<file path="config.mk">
export PLATFORM = sky130hd
export DESIGN_NAME = dmem_arbiter_flat
export DESIGN_NICKNAME = d
export VERILOG_FILES = /design/src/rtl/dmem_arbiter_pkg.sv /design/src/rtl/dmem_arbiter_if.sv /design/src/rtl/dmem_arbiter_rr_arb2.sv /design/src/rtl/dmem_arbiter.sv /design/src/flat_wrapper.sv
export SDC_FILE = /design/constraint.sdc
export NUM_CORES = 1
export LEC_CHECK = 0
export ABC_AREA = 1
export CAP_MARGIN = 20
export CORE_UTILIZATION = 40
export DETAILED_ROUTE_END_ITERATION = 6
export GPL_TIMING_DRIVEN = 0
export HOLD_SLACK_MARGIN = 0.06
export PLACE_DENSITY = 0.9
export SYNTH_ARGS = -nofsm -noshare
export SYNTH_HDL_FRONTEND = slang
export SYNTH_SLANG_ARGS = --single-unit
</file>
<file path="constraint.sdc">
create_clock -name clk_pi -period 3.5 [get_ports clk_pi]
set_input_delay 0.875 -clock clk_pi [delete_from_list [all_inputs] [get_ports clk_pi]]
set_output_delay 0.875 -clock clk_pi [all_outputs]
set_load 0.1 [all_outputs]
</file>
<file path="src/rtl/dmem_arbiter_pkg.sv">
// Shared types and helpers for the two-requester data-memory arbiter.
package dmem_arb_pkg;

    typedef enum logic [1:0] {
        ST_IDLE   = 2'd0,
        ST_ACCESS = 2'd1,
        ST_RESP   = 2'd2
    } state_t;

    localparam int unsigned NUM_REQ = 2;

    localparam logic OP_RD = 1'b0;
    localparam logic OP_WR = 1'b1;

    // A byte pair is unusable if misaligned, outside memory, or straddling the top byte.
    function automatic logic addr_rejected(input logic [31:0] addr, input int unsigned mem_bytes);
        return addr[0] || (addr >= mem_bytes) || (addr == mem_bytes - 1);
    endfunction

endpackage

</file>
<file path="src/rtl/dmem_arbiter_if.sv">
// Requester-side req/ack bus of the data-memory arbiter (one instance per requester).
interface dmem_arbiter_if #(
    parameter int unsigned ADDR_W = 16,
    parameter int unsigned DATA_W = 16
);
    logic              req;
    logic              we;
    logic [ADDR_W-1:0] addr;
    logic [DATA_W-1:0] wdata;
    logic              ack;
    logic [DATA_W-1:0] rdata;
    logic              err;

    modport master (output req, we, addr, wdata, input ack, rdata, err);
    modport slave  (input req, we, addr, wdata, output ack, rdata, err);
endinterface

</file>
<file path="src/rtl/dmem_arbiter_rr_arb2.sv">
// Two-way picker: a lone request wins; on a tie the pointer side wins unless m0 has fixed priority.
module rr_arb2
    import dmem_arb_pkg::*;
#(
    parameter bit PRIO_FIXED = 1'b0
) (
    input  logic [NUM_REQ-1:0] i_req,
    input  logic               i_ptr,
    output logic               o_gnt,
    output logic               o_valid
);

    always_comb begin
        o_valid = |i_req;
        o_gnt   = 1'b0;
        case (i_req)
            2'b01:   o_gnt = 1'b0;
            2'b10:   o_gnt = 1'b1;
            2'b11:   o_gnt = PRIO_FIXED ? 1'b0 : i_ptr;
            default: o_gnt = 1'b0;
        endcase
    end

endmodule

</file>
<file path="src/rtl/dmem_arbiter.sv">
// Arbiter/sequencer between two requesters and a single-port 16-bit data memory.
// Define DMEM_ARB_CHECK_EN to reject misaligned / out-of-range accesses with err.
module dmem_arbiter
    import dmem_arb_pkg::*;
#(
    parameter int unsigned ADDR_W     = 16,
    parameter int unsigned DATA_W     = 16,
    parameter int unsigned MEM_BYTES  = 256,
    parameter bit          PRIO_FIXED = 1'b0
) (
    input  logic              clk_pi,
    input  logic              reset_pi,
    input  logic              clk_en_pi,
    dmem_arbiter_if.slave     m0,
    dmem_arbiter_if.slave     m1,
    output logic              mem_write_po,
    output logic [ADDR_W-1:0] mem_addr_po,
    output logic [DATA_W-1:0] mem_wdata_po,
    input  logic [DATA_W-1:0] mem_rdata_pi,
    output logic              busy_po,
    output logic              last_gnt_po
);

`ifdef DMEM_ARB_CHECK_EN
    localparam bit CHECK_EN = 1'b1;
`else
    localparam bit CHECK_EN = 1'b0;
`endif

    state_t             r_state;
    logic               r_ptr;
    logic               r_win;
    logic               r_we;
    logic               r_reject;
    logic               r_mem_write;
    logic               r_last_gnt;
    logic [ADDR_W-1:0]  r_mem_addr;
    logic [DATA_W-1:0]  r_mem_wdata;
    logic [NUM_REQ-1:0] r_ack;
    logic [NUM_REQ-1:0] r_err;
    logic [DATA_W-1:0]  r_rdata [NUM_REQ];

    logic [NUM_REQ-1:0] w_req;
    logic               w_gnt;
    logic               w_gnt_valid;
    logic               w_we_sel;
    logic               w_reject;
    logic [ADDR_W-1:0]  w_addr_sel;
    logic [DATA_W-1:0]  w_wdata_sel;

    assign w_req = {m1.req, m0.req};

    rr_arb2 #(.PRIO_FIXED(PRIO_FIXED)) u_rr_arb2 (
        .i_req   (w_req),
        .i_ptr   (r_ptr),
        .o_gnt   (w_gnt),
        .o_valid (w_gnt_valid)
    );

    assign w_we_sel    = w_gnt ? m1.we    : m0.we;
    assign w_addr_sel  = w_gnt ? m1.addr  : m0.addr;
    assign w_wdata_sel = w_gnt ? m1.wdata : m0.wdata;
    // Address is frozen from grant to response, so judging it at grant equals judging it in ACCESS.
    assign w_reject    = CHECK_EN && addr_rejected(32'(w_addr_sel), MEM_BYTES);

    always_ff @(posedge clk_pi or posedge reset_pi) begin
        if (reset_pi) begin
            r_state     <= ST_IDLE;
            r_ptr       <= 1'b0;
            r_win       <= 1'b0;
            r_we        <= 1'b0;
            r_reject    <= 1'b0;
            r_mem_write <= 1'b0;
            r_last_gnt  <= 1'b0;
            r_mem_addr  <= '0;
            r_mem_wdata <= '0;
            r_ack       <= '0;
            r_err       <= '0;
            for (int unsigned i = 0; i < NUM_REQ; i++) begin
                r_rdata[i] <= '0;
            end
        end else if (clk_en_pi) begin
            case (r_state)
                ST_IDLE: begin
                    if (w_gnt_valid) begin
                        r_win       <= w_gnt;
                        r_last_gnt  <= w_gnt;
                        r_ptr       <= ~w_gnt;
                        r_we        <= w_we_sel;
                        r_reject    <= w_reject;
                        r_mem_addr  <= w_addr_sel;
                        r_mem_wdata <= w_wdata_sel;
                        r_mem_write <= (w_we_sel == OP_WR) && !w_reject;
                        r_state     <= ST_ACCESS;
                    end
                end
                ST_ACCESS: begin
                    r_mem_write  <= 1'b0;
                    r_ack[r_win] <= 1'b1;
                    r_err[r_win] <= r_reject;
                    if (r_reject) begin
                        r_rdata[r_win] <= '0;
                    end else if (r_we == OP_RD) begin
                        r_rdata[r_win] <= mem_rdata_pi;
                    end
                    r_state <= ST_RESP;
                end
                ST_RESP: begin
                    r_ack   <= '0;
                    r_err   <= '0;
                    r_state <= ST_IDLE;
                end
                default: begin
                    r_state <= ST_IDLE;
                end
            endcase
        end
    end

    assign mem_write_po = r_mem_write;
    assign mem_addr_po  = r_mem_addr;
    assign mem_wdata_po = r_mem_wdata;
    assign busy_po      = (r_state != ST_IDLE);
    assign last_gnt_po  = r_last_gnt;

    assign m0.ack   = r_ack[0];
    assign m0.err   = r_err[0];
    assign m0.rdata = r_rdata[0];
    assign m1.ack   = r_ack[1];
    assign m1.err   = r_err[1];
    assign m1.rdata = r_rdata[1];

endmodule

</file>
<file path="src/flat_wrapper.sv">
// flat-port wrapper written by rule: the top's interface ports become plain ports
module dmem_arbiter_flat import dmem_arb_pkg::*;
#(
    parameter int unsigned ADDR_W     = 16,
    parameter int unsigned DATA_W     = 16,
    parameter int unsigned MEM_BYTES  = 256,
    parameter bit          PRIO_FIXED = 1'b0
)
  (clk_pi, reset_pi, clk_en_pi, mem_write_po, mem_addr_po, mem_wdata_po, mem_rdata_pi, busy_po, last_gnt_po, m0_req, m0_we, m0_addr, m0_wdata, m0_ack, m0_rdata, m0_err, m1_req, m1_we, m1_addr, m1_wdata, m1_ack, m1_rdata, m1_err);
  dmem_arbiter_if #(.ADDR_W(ADDR_W), .DATA_W(DATA_W)) m0_i ();
  dmem_arbiter_if #(.ADDR_W(ADDR_W), .DATA_W(DATA_W)) m1_i ();
  input  logic clk_pi;
  input  logic reset_pi;
  input  logic clk_en_pi;
  output logic mem_write_po;
  output logic [ADDR_W-1:0] mem_addr_po;
  output logic [DATA_W-1:0] mem_wdata_po;
  input  logic [DATA_W-1:0] mem_rdata_pi;
  output logic busy_po;
  output logic last_gnt_po;
  input wire logic [$bits(m0_i.req)-1:0] m0_req;
  input wire logic [$bits(m0_i.we)-1:0] m0_we;
  input wire logic [$bits(m0_i.addr)-1:0] m0_addr;
  input wire logic [$bits(m0_i.wdata)-1:0] m0_wdata;
  output wire logic [$bits(m0_i.ack)-1:0] m0_ack;
  output wire logic [$bits(m0_i.rdata)-1:0] m0_rdata;
  output wire logic [$bits(m0_i.err)-1:0] m0_err;
  input wire logic [$bits(m1_i.req)-1:0] m1_req;
  input wire logic [$bits(m1_i.we)-1:0] m1_we;
  input wire logic [$bits(m1_i.addr)-1:0] m1_addr;
  input wire logic [$bits(m1_i.wdata)-1:0] m1_wdata;
  output wire logic [$bits(m1_i.ack)-1:0] m1_ack;
  output wire logic [$bits(m1_i.rdata)-1:0] m1_rdata;
  output wire logic [$bits(m1_i.err)-1:0] m1_err;
  assign m0_i.req = m0_req;
  assign m0_i.we = m0_we;
  assign m0_i.addr = m0_addr;
  assign m0_i.wdata = m0_wdata;
  assign m0_ack = m0_i.ack;
  assign m0_rdata = m0_i.rdata;
  assign m0_err = m0_i.err;
  assign m1_i.req = m1_req;
  assign m1_i.we = m1_we;
  assign m1_i.addr = m1_addr;
  assign m1_i.wdata = m1_wdata;
  assign m1_ack = m1_i.ack;
  assign m1_rdata = m1_i.rdata;
  assign m1_err = m1_i.err;
  dmem_arbiter #(.ADDR_W(ADDR_W), .DATA_W(DATA_W), .MEM_BYTES(MEM_BYTES), .PRIO_FIXED(PRIO_FIXED)) u_core (.clk_pi(clk_pi), .reset_pi(reset_pi), .clk_en_pi(clk_en_pi), .m0(m0_i), .m1(m1_i), .mem_write_po(mem_write_po), .mem_addr_po(mem_addr_po), .mem_wdata_po(mem_wdata_po), .mem_rdata_pi(mem_rdata_pi), .busy_po(busy_po), .last_gnt_po(last_gnt_po));
endmodule
</file>
Yosys cells after proc, flatten, opt, wreduce, memory -nomap -nowiden
Index checks and enable logic that the tools add are counted.
{"block": "totals", "register_bits": 74, "inputBits": 87, "out_inout_bits": 71, "wordCells": 54}
{"block": "classes", "magnitude_cmp": 4, "n_eq_ne": 5, "n_mux": 16, "n_bitwise": 6, "reduce_logical": 12}
{"op": "two-way mux 16 bit", "count": 3}
{"op": "bitwise mux 32 bit", "count": 1}
{"op": "two-way mux 32 bit", "count": 1}
{"op": "demux 16 bit (select 1 bit)", "count": 1}
{"op": "case mux 2 bit (2 select lines)", "count": 3}
{"op": "AND reduction 3 bit", "count": 3}
{"op": "== test 2 bit, second input constant", "count": 3}
{"op": "nonzero test 2 bit", "count": 3}
{"op": "case mux 1 bit (2 select lines)", "count": 2}
{"op": "AND reduction 2 bit", "count": 2}
{"op": "two-way mux 1 bit", "count": 3}
{"op": "bitwise AND 2 bit", "count": 1}
{"op": "== test 2 x 1 -> 1 bit, second input constant", "count": 1}
{"op": "greater-or-equal comparator 2 bit, second input constant", "count": 1}
{"op": "logical AND 1 bit", "count": 2}
{"op": "logical NOT 2 bit", "count": 1}
{"op": "less-than comparator 1 x 2 -> 1 bit, second input constant", "count": 1}
{"op": "less-than comparator 2 x 1 -> 1 bit, second input constant", "count": 1}
{"op": "two-way mux 2 bit", "count": 1}
{"op": "!= test 2 bit, second input constant", "count": 1}
{"op": "NOT 1 bit", "count": 2}
{"op": "NOT 1 -> 2 bit", "count": 1}
{"op": "NOT 2 bit", "count": 1}
{"op": "OR 2 bit", "count": 1}
{"op": "other kinds (3)", "count": 3}

Depth between registers and ports, before layout
Gate-level depths: netlist of the first run.
{"block": "logic_depth", "word_depth": 7, "ltp_mapped": 8, "ltp_nobuf": 7}

By module
From an unflattened synthesis of the first run, not the netlist that was laid out.
{"block": "unflattened", "hier_cells": 442, "hier_area_um2": 3445.8}
{"module": "dmem_arbiter", "instances": 1, "cells_per_inst": 437, "area_per_inst_um2": 3423.3, "seq_area_each_um2": 1851.8}
{"module": "rr_arb2", "instances": 1, "cells_per_inst": 5, "area_per_inst_um2": 22.5, "seq_area_each_um2": 0.0}

Worst setup path before layout of the first run
No wires, ideal clock.
{"block": "synth_timing", "path_kind": "reg-to-output", "from": "register u_core.r_state[0]", "to": "output port busy_po", "arrival_time_ps": 1285, "required_ps": 2625, "slack_ps": 1340, "path_stages_with_launch": 4, "path_buffers": 0, "cell_sequence": "dfrtp_1 inv_1 ha_1 inv_1"}
{"block": "synth_via", "elab_chain_len": 1}
{"element": "from (decl)", "line": "dmem_arbiter.sv:30", "text": "state_t r_state;"}
{"element": "from (signal assigned)", "line": "dmem_arbiter.sv:68", "text": "r_state <= ST_IDLE;"}
{"element": "from (signal assigned)", "line": "dmem_arbiter.sv:94", "text": "r_state <= ST_ACCESS;"}
{"element": "from (signal assigned)", "line": "dmem_arbiter.sv:106", "text": "r_state <= ST_RESP;"}
{"element": "nonzero test 2 bit", "line": "dmem_arbiter.sv:123", "text": "assign busy_po = (r_state != ST_IDLE);"}
{"element": "to (decl)", "line": "flat_wrapper.sv:19", "text": "output logic busy_po;"}
Every way passes these cells.

Final worst setup path of the first run
Same ends and word-level chain as after synthesis.

==> flow_metrics.env, run 1 <==
export IMPL_regToRegSetupSlack_ns=1.86
export IMPL_clock_sinks=74
export IMPL_synth_top_area_share_pct=53.0
export IMPL_rows=33
export IMPL_synthSimpleGateAreaFrac_pct=34.7
export IMPL_netlist_top_cell_by_area="dfrtp_1"
export IMPL_muxShareOfSynthArea_pct=0
export IMPL_area_growth_pct=54.3
export IMPL_syn_area_per_cell_um2=7.90
export IMPL_rsz0062_at_grt="no"
export IMPL_tightest_slew_ns=1.01
export IMPL_n_antenna_cell=0
export IMPL_seq_area_frac_synth_pct=53.0
export IMPL_timing_final_ws_setup_ns=0.283
export IMPL_dp_hpwl_um=7280
export IMPL_skew_ns=0.0168
export IMPL_place_gp_congestion=0.811
export IMPL_die_x_um=95.5
export IMPL_synthTopCellsByCount="nand2_1 (223), dfrtp_1 (74), nand3_1 (51)"
export IMPL_final_nets=701
export IMPL_start_kind="flip-flop"
export IMPL_yosys_warnings=0
export IMPL_hold_class="flip-flop to flip-flop"
export IMPL_drive_gt1_share_pct=7.33
export IMPL_setup_violations=0
export IMPL_syn_area_mm2=0.00349
export IMPL_reg2reg_from="u_core.r_state[0]"
export IMPL_crit_fanout=4
export IMPL_timing_final_crit_period_ns=3.22
export IMPL_postSynthCellCount=442
export IMPL_core_mm2=0.00834
export IMPL_synthesis_nets=534
export IMPL_dr_first_iter_drc_count=115
export IMPL_post_synth_top_count_cell="nand2_1"
export IMPL_wl_per_cell_um=13.5
export IMPL_grt_ovfl_total=0
export IMPL_crit_type="flip-flop to output port"
export IMPL_dp_slack_ns=0.648
export IMPL_status="finished clean"
export IMPL_synth_ff_type="dfrtp_1"
export IMPL_synth_area_top_cells="dfrtp_1 (53%), nand2_1 (24%), nand3_1 (7.3%), inv_1 (2.9%), ha_1 (1.8%)"
export IMPL_post_cts_buffers=0
export IMPL_insertion_delay_ns=0.34
export IMPL_max_slew_margin_pct=32.3
export IMPL_synth_distinct_cells=23
export IMPL_clk_pin_slew_worst_paths_ns=0.09
export IMPL_cts_resized=0
export IMPL_yosys_area_share_adder_pct=1.79
export IMPL_period_share_pct=91.9
export IMPL_final_seq_area_mm2=0.00185
export IMPL_hold_end="u_core.m0.rdata[13]"
export IMPL_setup_worst_path_end_class="output port"
export IMPL_holdPathStages=2
export IMPL_clk_path_buf_depth=2
export IMPL_antenna_left=0
export IMPL_grt_total_usage_pct=22.0
export IMPL_first_pass_iters=5
export IMPL_drc_errors=0
export IMPL_routed_wl_um=9680
export IMPL_cts_tree="built"
export IMPL_via_count=3507
export IMPL_synth_top_family_by_area="simple AND/OR/NAND/NOR gates"
export IMPL_hold_violations=0
export IMPL_antenna_found_initial=0
export IMPL_grt_pass1_wl_um=15500
export IMPL_async_reset_ff_share_pct=100
export IMPL_hp_start="u_core.m0.rdata[13]"
export IMPL_yosys_area_share_xor_xnor_pct=0
export IMPL_synth_compound_area_share_pct=3.37
export IMPL_ys_seq_elements=74
export IMPL_multi_input_area_mm2=0.00139
export IMPL_ctsHoldBuffers=0
export IMPL_die_height_um=95.5
export IMPL_clock_fmax_ghz=0.311
export IMPL_root_buffer="clkbuf_8"
export IMPL_crit_arrival_ns=2.34
export IMPL_start_util_pct=41.9
export IMPL_grt_pass1_vias=3327
export IMPL_viasPerCell=4.88
export IMPL_pin_count=158
export IMPL_report_final_slew_viol_count=0
export IMPL_grt_start_max_net_pins=75
export IMPL_crit_required_ns=2.62
export IMPL_cts_buffers=9
export IMPL_portBuffers=156
export IMPL_fillers=678
export IMPL_max_cap_viol_count=0
export IMPL_synth_edf_count=0
export IMPL_htreeDepth=3
export IMPL_r2r_end="u_core.mem_wdata_po[3]"
export IMPL_dieArea_mm2=0.00911
export IMPL_r2r_cells=8
==> flip-flops by register name, indices dropped and copies added (netlist names) <==
register / flops
u_core.m0.rdata: 16
u_core.m1.rdata: 16
u_core.mem_addr_po: 16
u_core.mem_wdata_po: 16
u_core.r_ack: 2
u_core.r_err: 2
u_core.r_state: 2
u_core.last_gnt_po: 1
u_core.mem_write_po: 1
u_core.r_ptr: 1
u_core.r_we: 1
==> metal layers <==
metal / vias up / GRT usage [%] / share of wire [%] / wire [µm]
li1: 1701 / - / - / -
met3: 12 / 5.26 / 8.8 / 848
met4: 0 / 7.09 / 1.4 / 134
met1: 1621 / 26.4 / 41 / 3960
met5: - / 0 / 0 / 0
met2: 173 / 38.6 / 49 / 4740
==> kinds of logic (layout without fill, tap and decap cells) <==
family | Yosys count | in the layout
and+or+nand+nor | 291 | 291
AOI/OAI and AO/OA | 21 | 21
adders and majority gates | 5 | 5
DFF | 74 | 74
buffers and inverters | 51 | 223
==> how the worst max path moves through the flow <==
stage / start / to / slack (ns) / cells past startpoint
detailed placement: u_core.r_state[0] / busy_po / 0.65 / 4
global route: u_core.r_state[0] / busy_po / 0.22 / 4
global placement: reset_pi / u_core.mem_addr_po[2] / -0.36 / 2
floorplan: reset_pi / u_core.last_gnt_po / 0.74 / 1
finish: u_core.r_state[0] / busy_po / 0.28 / 4
CTS: u_core.r_state[0] / busy_po / 0.27 / 4
==> stage by stage <==
stage / TNS (ns) / cells / utilization (%) / hold WS, ns / cell area (µm²)
floorplan: 0 / 442 / - / 0.464 / 3490
global placement: -26.20 / 703 / 62.2 / 0.455 / 5190
detailed placement: 0 / 703 / 62.2 / 0.459 / 5190
CTS: 0 / 719 / 64.6 / 0.478 / 5390
global route: 0 / 719 / 64.6 / 0.496 / 5390
finish: 0 / 719 / 64.6 / 0.473 / 5390
==> cells in the final DEF (no fill, tap or decap) <==
| cell type | n |
|---|---|
| buf_1 | 2 |
| buf_2 | 9 |
| buf_4 | 4 |
| buf_6 | 4 |
| bufinv_16 | 1 |
| clkbuf_1 | 4 |
| clkbuf_8 | 10 |
| clkdlybuf4s50_1 | 156 |
| clkinv_2 | 2 |
| clkinv_4 | 1 |
| clkinvlp_4 | 1 |
| dfrtp_1 | 74 |
| ha_1 | 5 |
| inv_1 | 26 |
| inv_2 | 1 |
| inv_4 | 1 |
| inv_6 | 1 |
| nand2_1 | 223 |
| nand2_2 | 4 |
| nand2_4 | 1 |
| nand3_1 | 51 |
| nand4_1 | 1 |
| nor2_1 | 5 |
| nor2_2 | 1 |
| nor2_4 | 2 |
| nor3_4 | 1 |
| nor3b_1 | 2 |
| o21a_1 | 3 |
| o21ai_0 | 12 |
| o21ai_1 | 5 |
| o21ba_2 | 1 |
==> critical path: stages, from the launching register on <==
cell and delay, ns:
dfrtp_1 0.39, inv_1 0.11, ha_1 0.27, inv_1 0.10
clkdlybuf4s50_1 1.14
==> layout make-up <==
type                            instances  share of cell area (%)
Buffer                                 23                    2.65
Timing Repair Buffer                  156                    29.0
Multi-Input combinational cell        317                    25.9
Tap cell                              105                    2.44
Clock buffer                           10                    2.55
Inverter                               28                    2.00
Clock inverter                          6                    1.21
Sequential cell                        74                    34.3
Power of run 1 is left out: the tool's default activity adds up to more than one toggle a clock period on the data nets, which glitch-free logic cannot reach.
==> inputs of run 2 (changes only) <==
--- a/config.mk
+++ b/config.mk
@@ -10,7 +10,6 @@
 export CORE_UTILIZATION = 40
 export DETAILED_ROUTE_END_ITERATION = 6
 export GPL_TIMING_DRIVEN = 0
-export HOLD_SLACK_MARGIN = 0.06
 export PLACE_DENSITY = 0.9
 export SYNTH_ARGS = -nofsm -noshare
 export SYNTH_HDL_FRONTEND = slang
==> results of run 2 <==
Final layout, timing and power as in run 1 (identical DEF).
Power of run 2 is left out for the same reason.
